<file path="config.mk">
export PLATFORM = sky130hd
export DESIGN_NAME = act_skew_feeder
export DESIGN_NICKNAME = d
export VERILOG_FILES = /design/src/rtl/act_skew_feeder.sv
export SDC_FILE = /design/constraint.sdc
export NUM_CORES = 1
export LEC_CHECK = 0
export ABC_CLOCK_PERIOD_IN_PS = 2700
export CAP_MARGIN = 15
export CORE_AREA = 4 4 151 124
export CTS_CLUSTER_DIAMETER = 120
export DETAILED_ROUTE_END_ITERATION = 8
export DIE_AREA = 0 0 155 128
export PLACE_DENSITY = 0.66
export SLEW_MARGIN = 20
export SYNTH_ARGS = -nofsm -noshare
export SYNTH_HDL_FRONTEND = slang
export SYNTH_SLANG_ARGS = --single-unit
</file>
<file path="constraint.sdc">
create_clock -name clk -period 2.7 [get_ports clk]
set_input_delay 0.54 -clock clk [delete_from_list [all_inputs] [get_ports clk]]
set_output_delay 0.54 -clock clk [all_outputs]
set_load 0.02 [all_outputs]
</file>
<file path="src/rtl/act_skew_feeder.sv">
// act_skew_feeder: left-edge activation feeder for the systolic PE array.
// Accepts one ROWS-wide column vector per cycle and delays row r by r cycles
// so every activation enters the array on its wavefront. Rows with no data
// receive zero bubbles. After the last vector of a tile the skew is flushed
// and o_done pulses in the cycle the final row-(ROWS-1) element appears.
//
// Optional build macro: ACT_FEED_NAN_SQUASH_EN
//   defined   -> accepted bf16 NaN elements are replaced by zero on entry
//   undefined -> elements pass bit-exact
module act_skew_feeder #(
    parameter int ROWS   = 4,
    parameter int MUL_BW = 16,
    parameter int CNT_BW = 16
) (
    input  logic                     clk,
    input  logic                     rst,
    input  logic                     i_vld,
    input  logic [ROWS*MUL_BW-1:0]   i_data,
    input  logic                     i_last,
    input  logic                     i_abort,
    output logic                     o_rdy,
    output logic [ROWS*MUL_BW-1:0]   o_act,
    output logic [ROWS-1:0]          o_act_vld,
    output logic                     o_busy,
    output logic                     o_done,
    output logic [CNT_BW-1:0]        o_count
);

    localparam logic [1:0] ST_IDLE   = 2'd0;
    localparam logic [1:0] ST_STREAM = 2'd1;
    localparam logic [1:0] ST_FLUSH  = 2'd2;
    localparam logic [1:0] ST_DONE   = 2'd3;

    // The flush counter only ever holds ROWS-1 down to 1.
    localparam int                  FLUSH_BW   = (ROWS > 1) ? $clog2(ROWS) : 1;
    localparam logic [FLUSH_BW-1:0] FLUSH_INIT = FLUSH_BW'(ROWS - 1);
    localparam logic [FLUSH_BW-1:0] FLUSH_LAST = FLUSH_BW'(1);
    localparam logic [CNT_BW-1:0]   COUNT_MAX  = {CNT_BW{1'b1}};

    logic [1:0]             state;
    logic [FLUSH_BW-1:0]    flush_cnt;
    logic [CNT_BW-1:0]      count;
    logic                   accept;
    logic [ROWS*MUL_BW-1:0] head_data;

    // Ready only while a tile can still take vectors; an abort drops the
    // vector presented in the same cycle.
    assign o_rdy   = (state == ST_IDLE) || (state == ST_STREAM);
    assign accept  = i_vld && o_rdy && !i_abort;
    assign o_busy  = (state == ST_STREAM) || (state == ST_FLUSH);
    assign o_done  = (state == ST_DONE);
    assign o_count = count;

`ifdef ACT_FEED_NAN_SQUASH_EN
    // bf16 NaN: all-ones exponent with a non-zero mantissa; infinities survive.
    function automatic logic [MUL_BW-1:0] squash_nan(input logic [MUL_BW-1:0] elem);
        logic is_nan;
        is_nan = (&elem[14:7]) && (|elem[6:0]);
        return is_nan ? '0 : elem;
    endfunction

    // Build the chain heads: squashed data on accept, a zero bubble otherwise.
    always_comb begin
        head_data = '0;
        if (accept) begin
            for (int r = 0; r < ROWS; r++) begin
                head_data[r*MUL_BW +: MUL_BW] = squash_nan(i_data[r*MUL_BW +: MUL_BW]);
            end
        end
    end
`else
    assign head_data = accept ? i_data : '0;
`endif

    // Tile sequencing, flush countdown and the saturating accepted-vector count.
    always_ff @(posedge clk or negedge rst) begin
        if (!rst) begin
            state     <= ST_IDLE;
            flush_cnt <= '0;
            count     <= '0;
        end else if (i_abort) begin
            state     <= ST_IDLE;
            flush_cnt <= '0;
            count     <= '0;
        end else begin
            case (state)
                ST_IDLE, ST_STREAM: begin
                    if (accept) begin
                        if (count != COUNT_MAX) begin
                            count <= count + 1'b1;
                        end
                        if (!i_last) begin
                            state <= ST_STREAM;
                        end else if (ROWS == 1) begin
                            state <= ST_DONE;
                        end else begin
                            state     <= ST_FLUSH;
                            flush_cnt <= FLUSH_INIT;
                        end
                    end
                end
                ST_FLUSH: begin
                    flush_cnt <= flush_cnt - 1'b1;
                    if (flush_cnt == FLUSH_LAST) begin
                        state <= ST_DONE;
                    end
                end
                ST_DONE: begin
                    state <= ST_IDLE;
                    count <= '0;
                end
                default: begin
                    state <= ST_IDLE;
                end
            endcase
        end
    end

    // Row r owns r+1 free-running stages; the last stage drives the array.
    for (genvar r = 0; r < ROWS; r++) begin : g_row
        logic [MUL_BW-1:0] data_q [0:r];
        logic              vld_q  [0:r];

        // Shift this row's chain every clock, loading the head from the accept path.
        always_ff @(posedge clk or negedge rst) begin
            if (!rst) begin
                for (int k = 0; k <= r; k++) begin
                    data_q[k] <= '0;
                    vld_q[k]  <= 1'b0;
                end
            end else if (i_abort) begin
                for (int k = 0; k <= r; k++) begin
                    data_q[k] <= '0;
                    vld_q[k]  <= 1'b0;
                end
            end else begin
                data_q[0] <= head_data[r*MUL_BW +: MUL_BW];
                vld_q[0]  <= accept;
                for (int k = 1; k <= r; k++) begin
                    data_q[k] <= data_q[k-1];
                    vld_q[k]  <= vld_q[k-1];
                end
            end
        end

        assign o_act[r*MUL_BW +: MUL_BW] = data_q[r];
        assign o_act_vld[r]              = vld_q[r];
    end

endmodule

</file>
==> results of run 1 <==
[per-layer routing]
metal / routed length [um] / vias up / global-route usage (%)
met1: 5310 / 1907 / 16.7
met5: 0 / - / 0
met3: 1070 / 8 / 5.74
li1: - / 1855 / -
met4: 78 / 0 / 4.72
met2: 6130 / 125 / 21.1
[cell usage after synthesis, drive strengths merged, types with 4 or more instances]
library cell  count
a21oi             8
a31oi            13
and2             64
buf              53
clkbuf           20
dfrtp           184
ha                6
inv               7
nand2            19
nand3             8
nor2              8
nor2b           100
o21ai             5
o22ai             4
[registers in the layout, indices dropped and copies added, names as in the netlist]
| signal | cells |
|---|---|
| g_row.vld_q | 1 |
| g_row.data_q | 112 |
| o_count | 16 |
| o_act | 48 |
| flush_cnt | 2 |
| state | 2 |
| o_act_vld | 3 |
[cells by family (layout without fill, tap and decap cells)]
group / Yosys count / count (layout)
AO/OA/AOI/OAI: 42 / 42
adder cells (fa/ha/maj): 6 / 6
buffers and inverters: 80 / 200
flip-flops: 184 / 184
multiplexers: 3 / 3
AND/OR/NAND/NOR: 215 / 215
[through the flow]
stage	setup slack (ps)	instance area [um^2]	utilization, %	total power [W]	std cells
floorplan	839	6810	-	0.00352	530
global placement	316	8250	48.1	0.00389	843
detailed placement	239	8250	48.1	0.00392	843
CTS	66.0	8830	51.5	0.00633	875
global route	41.4	8840	51.5	0.00655	875
finish	167	8840	51.5	0.00623	875
[layout make-up]
class | instances | area, um^2 | area share (%)
Clock buffer | 19 | 443 | 5.01
Clock inverter | 13 | 136 | 1.54
Inverter | 7 | 26.3 | 0.297
Multi-Input combinational cell | 266 | 1710 | 19.3
Sequential cell | 184 | 4600 | 52.1
Tap cell | 225 | 282 | 3.19
Timing Repair Buffer | 161 | 1640 | 18.5
[critical path: cells and delay by family, from the launching register on]
family	cells	cell delay, ps
buffers and inverters	3	720
DFF	1	430
and+or+nand+nor	1	210
adders and majority gates	1	210
[power groups by stage]
| stage | clock network (W) | logic [W] | registers [W] |
|---|---|---|---|
| floorplan | 0 | 0.000438 | 0.00308 |
| global placement | 0 | 0.000844 | 0.00304 |
| detailed placement | 0 | 0.000868 | 0.00305 |
| CTS | 0.00246 | 0.000873 | 0.00300 |
| global route | 0.00258 | 0.000952 | 0.00302 |
| finish | 0.00237 | 0.000860 | 0.00300 |
[worst paths after layout]
| check | end | slack [ps] | cells after the start |
|---|---|---|---|
| setup / recovery | o_rdy | 170 | 5 |
| hold / removal | o_act[54] | 130 | 1 |
| setup reg to reg | o_count[8] | 540 | 8 |
| hold reg to reg | g_row[3].data_q[17] | 450 | 1 |
| max in group asynchronous | g_row[0].data_q[2] | 1810 | 2 |
| min in group clk | g_row[3].data_q[17] | 450 | 1 |
==> results.toml, run 1 <==
[die]
placementRows = 43
fp.dieW_um = 155
die_height_um = 128
core-area_um2 = 17200
dieArea_um2 = 19800
num_io_pins = 156
initial_core_util_pct = 39.7

[synth]
synth_top_family_by_area = "simple AND/OR/NAND/NOR gates"
synth_top_cell_by_area = "dfrtp_1"
synth_fp_nets = 605
synthXorXnorAreaFrac_pct = 0
synthTopCellsByArea = "dfrtp_1 (68%), nor2b_1 (9.2%), and2_1 (5.9%), buf_4 (5.5%), a31oi_1 (1.2%)"
synth_flop_cell = "dfrtp_1"
synth_compound_area_share_pct = 4.34
yosys_warnings = 0
synth-seq-cells = 184
async_flop_share_pct = 100
syn_inst = 530
muxShareOfSynthArea_pct = 0.441
avgSynthCellArea_um2 = 12.8
synthSimpleGateAreaFrac_pct = 19.2
netlist_area_um2 = 6810
ys_seq_area_share_pct = 67.6
synth_fa_ha_area_share_pct = 1.10
synth.top_cell.area_share_pct = 67.6
synth_cell_types = 39
synth_edf_count = 0

[sta]
finClkSkew_ps = 9.40
slew_headroom_pct = 38.2
finalSetupViolations = 0
hold_viol = 0
tns_ps = 0
grt_setup_unrepaired = "false"
finalMaxSlewViolations = 0
worst_slew_pin_slew_ps = 924
fin_crit_ps = 2530
fin_crit_sh_pct = 93.8
holdWs_ps = 133
max_freq_ghz = 0.395

[routing]
ant_nets = 0
vias = 3895
drt_iter0_drc = 162
first_pass_iters = 4
drc = 0
wl_mm = 12.6
via_per_inst = 4.45
wl_per_cell_um = 14.4

[worst_setup_path]
path_cells = "inv_1 > ha_1 > nor2_2 > inv_1 > clkdlybuf4s50_1"
criticalPathCategory = "reg2out"
cp_max_fo = 6
critPathRequiredTime_ps = 2160
crit_path_start_kind = "flip-flop"
slowest_stage = "clkdlybuf4s50_1"
crit_arrival_ps = 1990
r2r_start = "state[0]"
critPathCaptureType = "output pin"
critical_path.startpoint = "state[1]"
worst_path_most_repeated_cell = "inv_1"
cp_slowest_stage_delay_ps = 540

[clocking]
post-cts-setup-buffer-count = 0
clock_latency_ps = 420
clock-sinks = 184
cts_max_level = 4
numCtsBuffers = 17
cts_resized = 0
cts_tree = "yes"
clk_pin_slew_worst_paths_ps = 70
clockBufferDepth = 2
root_buffer = "clkbuf_16"
postCtsHoldBufs = 0

[grt]
grt_max_degree = 79
track_usage_pct = 13.4
grt_pass1_vias = 4075
grt_pass1_wl_mm = 20.8
antenna_found_initial = 0
grt_remaining_overflow = 0

[layout]
synthToLayoutAreaGrowth_pct = 29.8
final_nets = 712
final_cell_mix = "dfrtp_1 (184), clkdlybuf4s50_1 (153), nor2b_1 (100)"
drive_gt1_share_pct = 7.54
antennaDiodeCount = 0
n_fill_cell = 1465
layout_commonest_cell = "dfrtp_1"

[place]
dp_hpwl_mm = 8.49
io_buffers = 155
gp_congestion = 0.765

[power]
p_per_area_nw_per_um2 = 705
p_switching_w = 0.00164
combPwrFrac_pct = 13.8
p_leak_nw = 4.11
internal_power_w = 0.00459
p_sw_share_pct = 26.3
pwr-share-seq_pct = 48.2
clockPowerShare_pct = 38.0
ir_drop_uv = 427

[status]
outcome = "finished clean"

[run]
cap_violations = 0

[hold_path]
hp-class = "in2async"
(Power assumes the default switching activity.)
==> run 2, diff against run 1 <==
- ABC_CLOCK_PERIOD_IN_PS: 2700 -> 2900
- CORE_AREA: 4 4 151 124 -> 2 2 149 122
- DIE_AREA: 0 0 155 128 -> 0 0 151 124
- clock period: 2.7 -> 2.9 ns (I/O delays scaled with it)
==> run 2 against run 1 <==
Compared with the run above:
- critical path depth unchanged
- clock skew fell by 2.4 ps
- count of clock-buffer cells in the layout is 1 lower
- cell count rose by 0.11%
- global-route usage grew 0.17 points
- critical path type unchanged
- largest power group unchanged
- register-to-register slack improved by 310 ps
==> results.toml, run 2 (synthesis results as in run 1) <==
[die]
placementRows = 43
num_io_pins = 156
initial_core_util_pct = 39.8
die_height_um = 124
dieArea_um2 = 18700
core-area_um2 = 17100
fp.dieW_um = 151

[layout]
synthToLayoutAreaGrowth_pct = 29.9
final_cell_mix = "dfrtp_1 (184), clkdlybuf4s50_1 (153), nor2b_1 (100)"
largest_reg_flops = 112
drive_gt1_share_pct = 7.53
postLayoutCoreUtil_pct = 51.7
final_nets = 714
layout_commonest_cell = "dfrtp_1"
top_register = "g_row.data_q"
final_cell_count_no_fill = 876
stdcell_area_um2 = 8840
antennaDiodeCount = 0

[grt]
antenna_found_initial = 0
grt_max_degree = 85
grt_remaining_overflow = 0
grt_pass1_vias = 3787
grt_pass1_wl_mm = 19.2
track_usage_pct = 13.6

[routing]
drt_iter0_drc = 177
ant_nets = 0
wl_met1_mm = 5.11
wl_per_cell_um = 13.6
route.met3.wl_um = 887
vias = 3843
top_layer = "met4"
via_per_inst = 4.39
wl_mm = 11.9
drc = 0
route.met2.wl_mm = 5.81
first_pass_iters = 4

[place]
post_dp_cell_area_um2 = 8260
dp_hpwl_mm = 8.10
io_buffers = 155
gp_congestion = 0.789
dp_cells = 845

[sta]
finClkSkew_ps = 6.97
tns_ps = 0
fin_crit_ps = 2610
hold_viol = 0
max_freq_ghz = 0.384
finalMaxSlewViolations = 0
fin_crit_sh_pct = 89.9
finalSetupViolations = 0
slew_headroom_pct = 42.3
grt_setup_unrepaired = "false"
worst_slew_pin_slew_ps = 863

[worst_setup_path]
slowest_stage = "clkdlybuf4s50_1"
r2r_end = "o_count[4]"
reg2regPathDepth = 8
critPathTopFamily = "buffers and inverters"
r2r_start = "state[0]"
crit_path_start_kind = "flip-flop"
criticalPathCategory = "reg2out"
r2r_slack_ps = 850
path_depth = 5
critical_path.startpoint = "state[0]"
path_cells = "inv_1 > ha_1 > nor2_1 > inv_1 > clkdlybuf4s50_1"
crit_arrival_ps = 2030
cp_slowest_stage_delay_ps = 550
worst_path_most_repeated_cell = "inv_1"
cp.buffers_inverters = 3
critPathRequiredTime_ps = 2320
endpoint = "o_rdy"
critPathCaptureType = "output pin"
cp_max_fo = 5

[clocking]
cts_tree = "yes"
clockBufferDepth = 2
postCtsHoldBufs = 0
clock_latency_ps = 410
numCtsBuffers = 17
clock-sinks = 184
cts_resized = 0
clk_pin_slew_worst_paths_ps = 70
cts_max_level = 4
post-cts-setup-buffer-count = 0
root_buffer = "clkbuf_16"

[hold_path]
hp-class = "in2async"

[power]
ir_drop_uv = 413
p_per_area_nw_per_um2 = 663
p_leak_nw = 4.12

[status]
outcome = "finished clean"

[run]
cap_violations = 0
==> run 2: power breakdown <==
part / internal (W) / total [W] / leakage, nW / switching [W]
Clock: 0.00129 / 0.00228 / 0.291 / 0.000986
Combinational: 0.000379 / 0.000791 / 1.30 / 0.000413
Sequential: 0.00272 / 0.00279 / 2.53 / 0.0000703
Total: 0.00440 / 0.00586 / 4.12 / 0.00147
==> run 2: area by class of cell <==
class,instances,area [um^2]
flip-flops and latches,184,4600
clock buffers,18,429
clock inverters,13,159
inverters,7,26.3
well taps,225,282
fillers,1493,8260
repair buffers,163,1640
multi-input cells,266,1710
==> run 2: routing by layer <==
metal,global-route usage (%),vias to the layer above
li1,-,1855
met1,17.3,1859
met2,21.3,112
met3,5.42,17
met4,4.73,0
met5,0,-
==> run 2: how the worst min path moves through the flow <==
stage                              from            to  slack (ps)  cells past startpoint
floorplan                           rst  flush_cnt[0]         280                      0
global placement    g_row[3].data_q[19]     o_act[51]         440                      1
detailed placement  g_row[1].data_q[27]     o_act[27]         450                      1
CTS                                 rst     o_act[56]         160                      1
global route                        rst     o_act[56]         170                      1
finish                              rst     o_act[56]         160                      1
==> run 2: stage by stage <==
| step | worst slack [ps] | hold slack [ps] | total power (W) |
|---|---|---|---|
| 2_1_floorplan | 1040 | 284 | 0.00328 |
| 3_3_place_gp | 572 | 440 | 0.00362 |
| 3_5_place_dp | 496 | 446 | 0.00364 |
| 4_1_cts | 269 | 163 | 0.00595 |
| 5_1_grt | 155 | 173 | 0.00617 |
| 6_report | 293 | 159 | 0.00586 |
==> run 3, diff against run 2 <==
- CTS_CLUSTER_SIZE: default -> 24
==> results of run 3 <==
No change in the layout: final DEF, timing and power equal those of run 2.
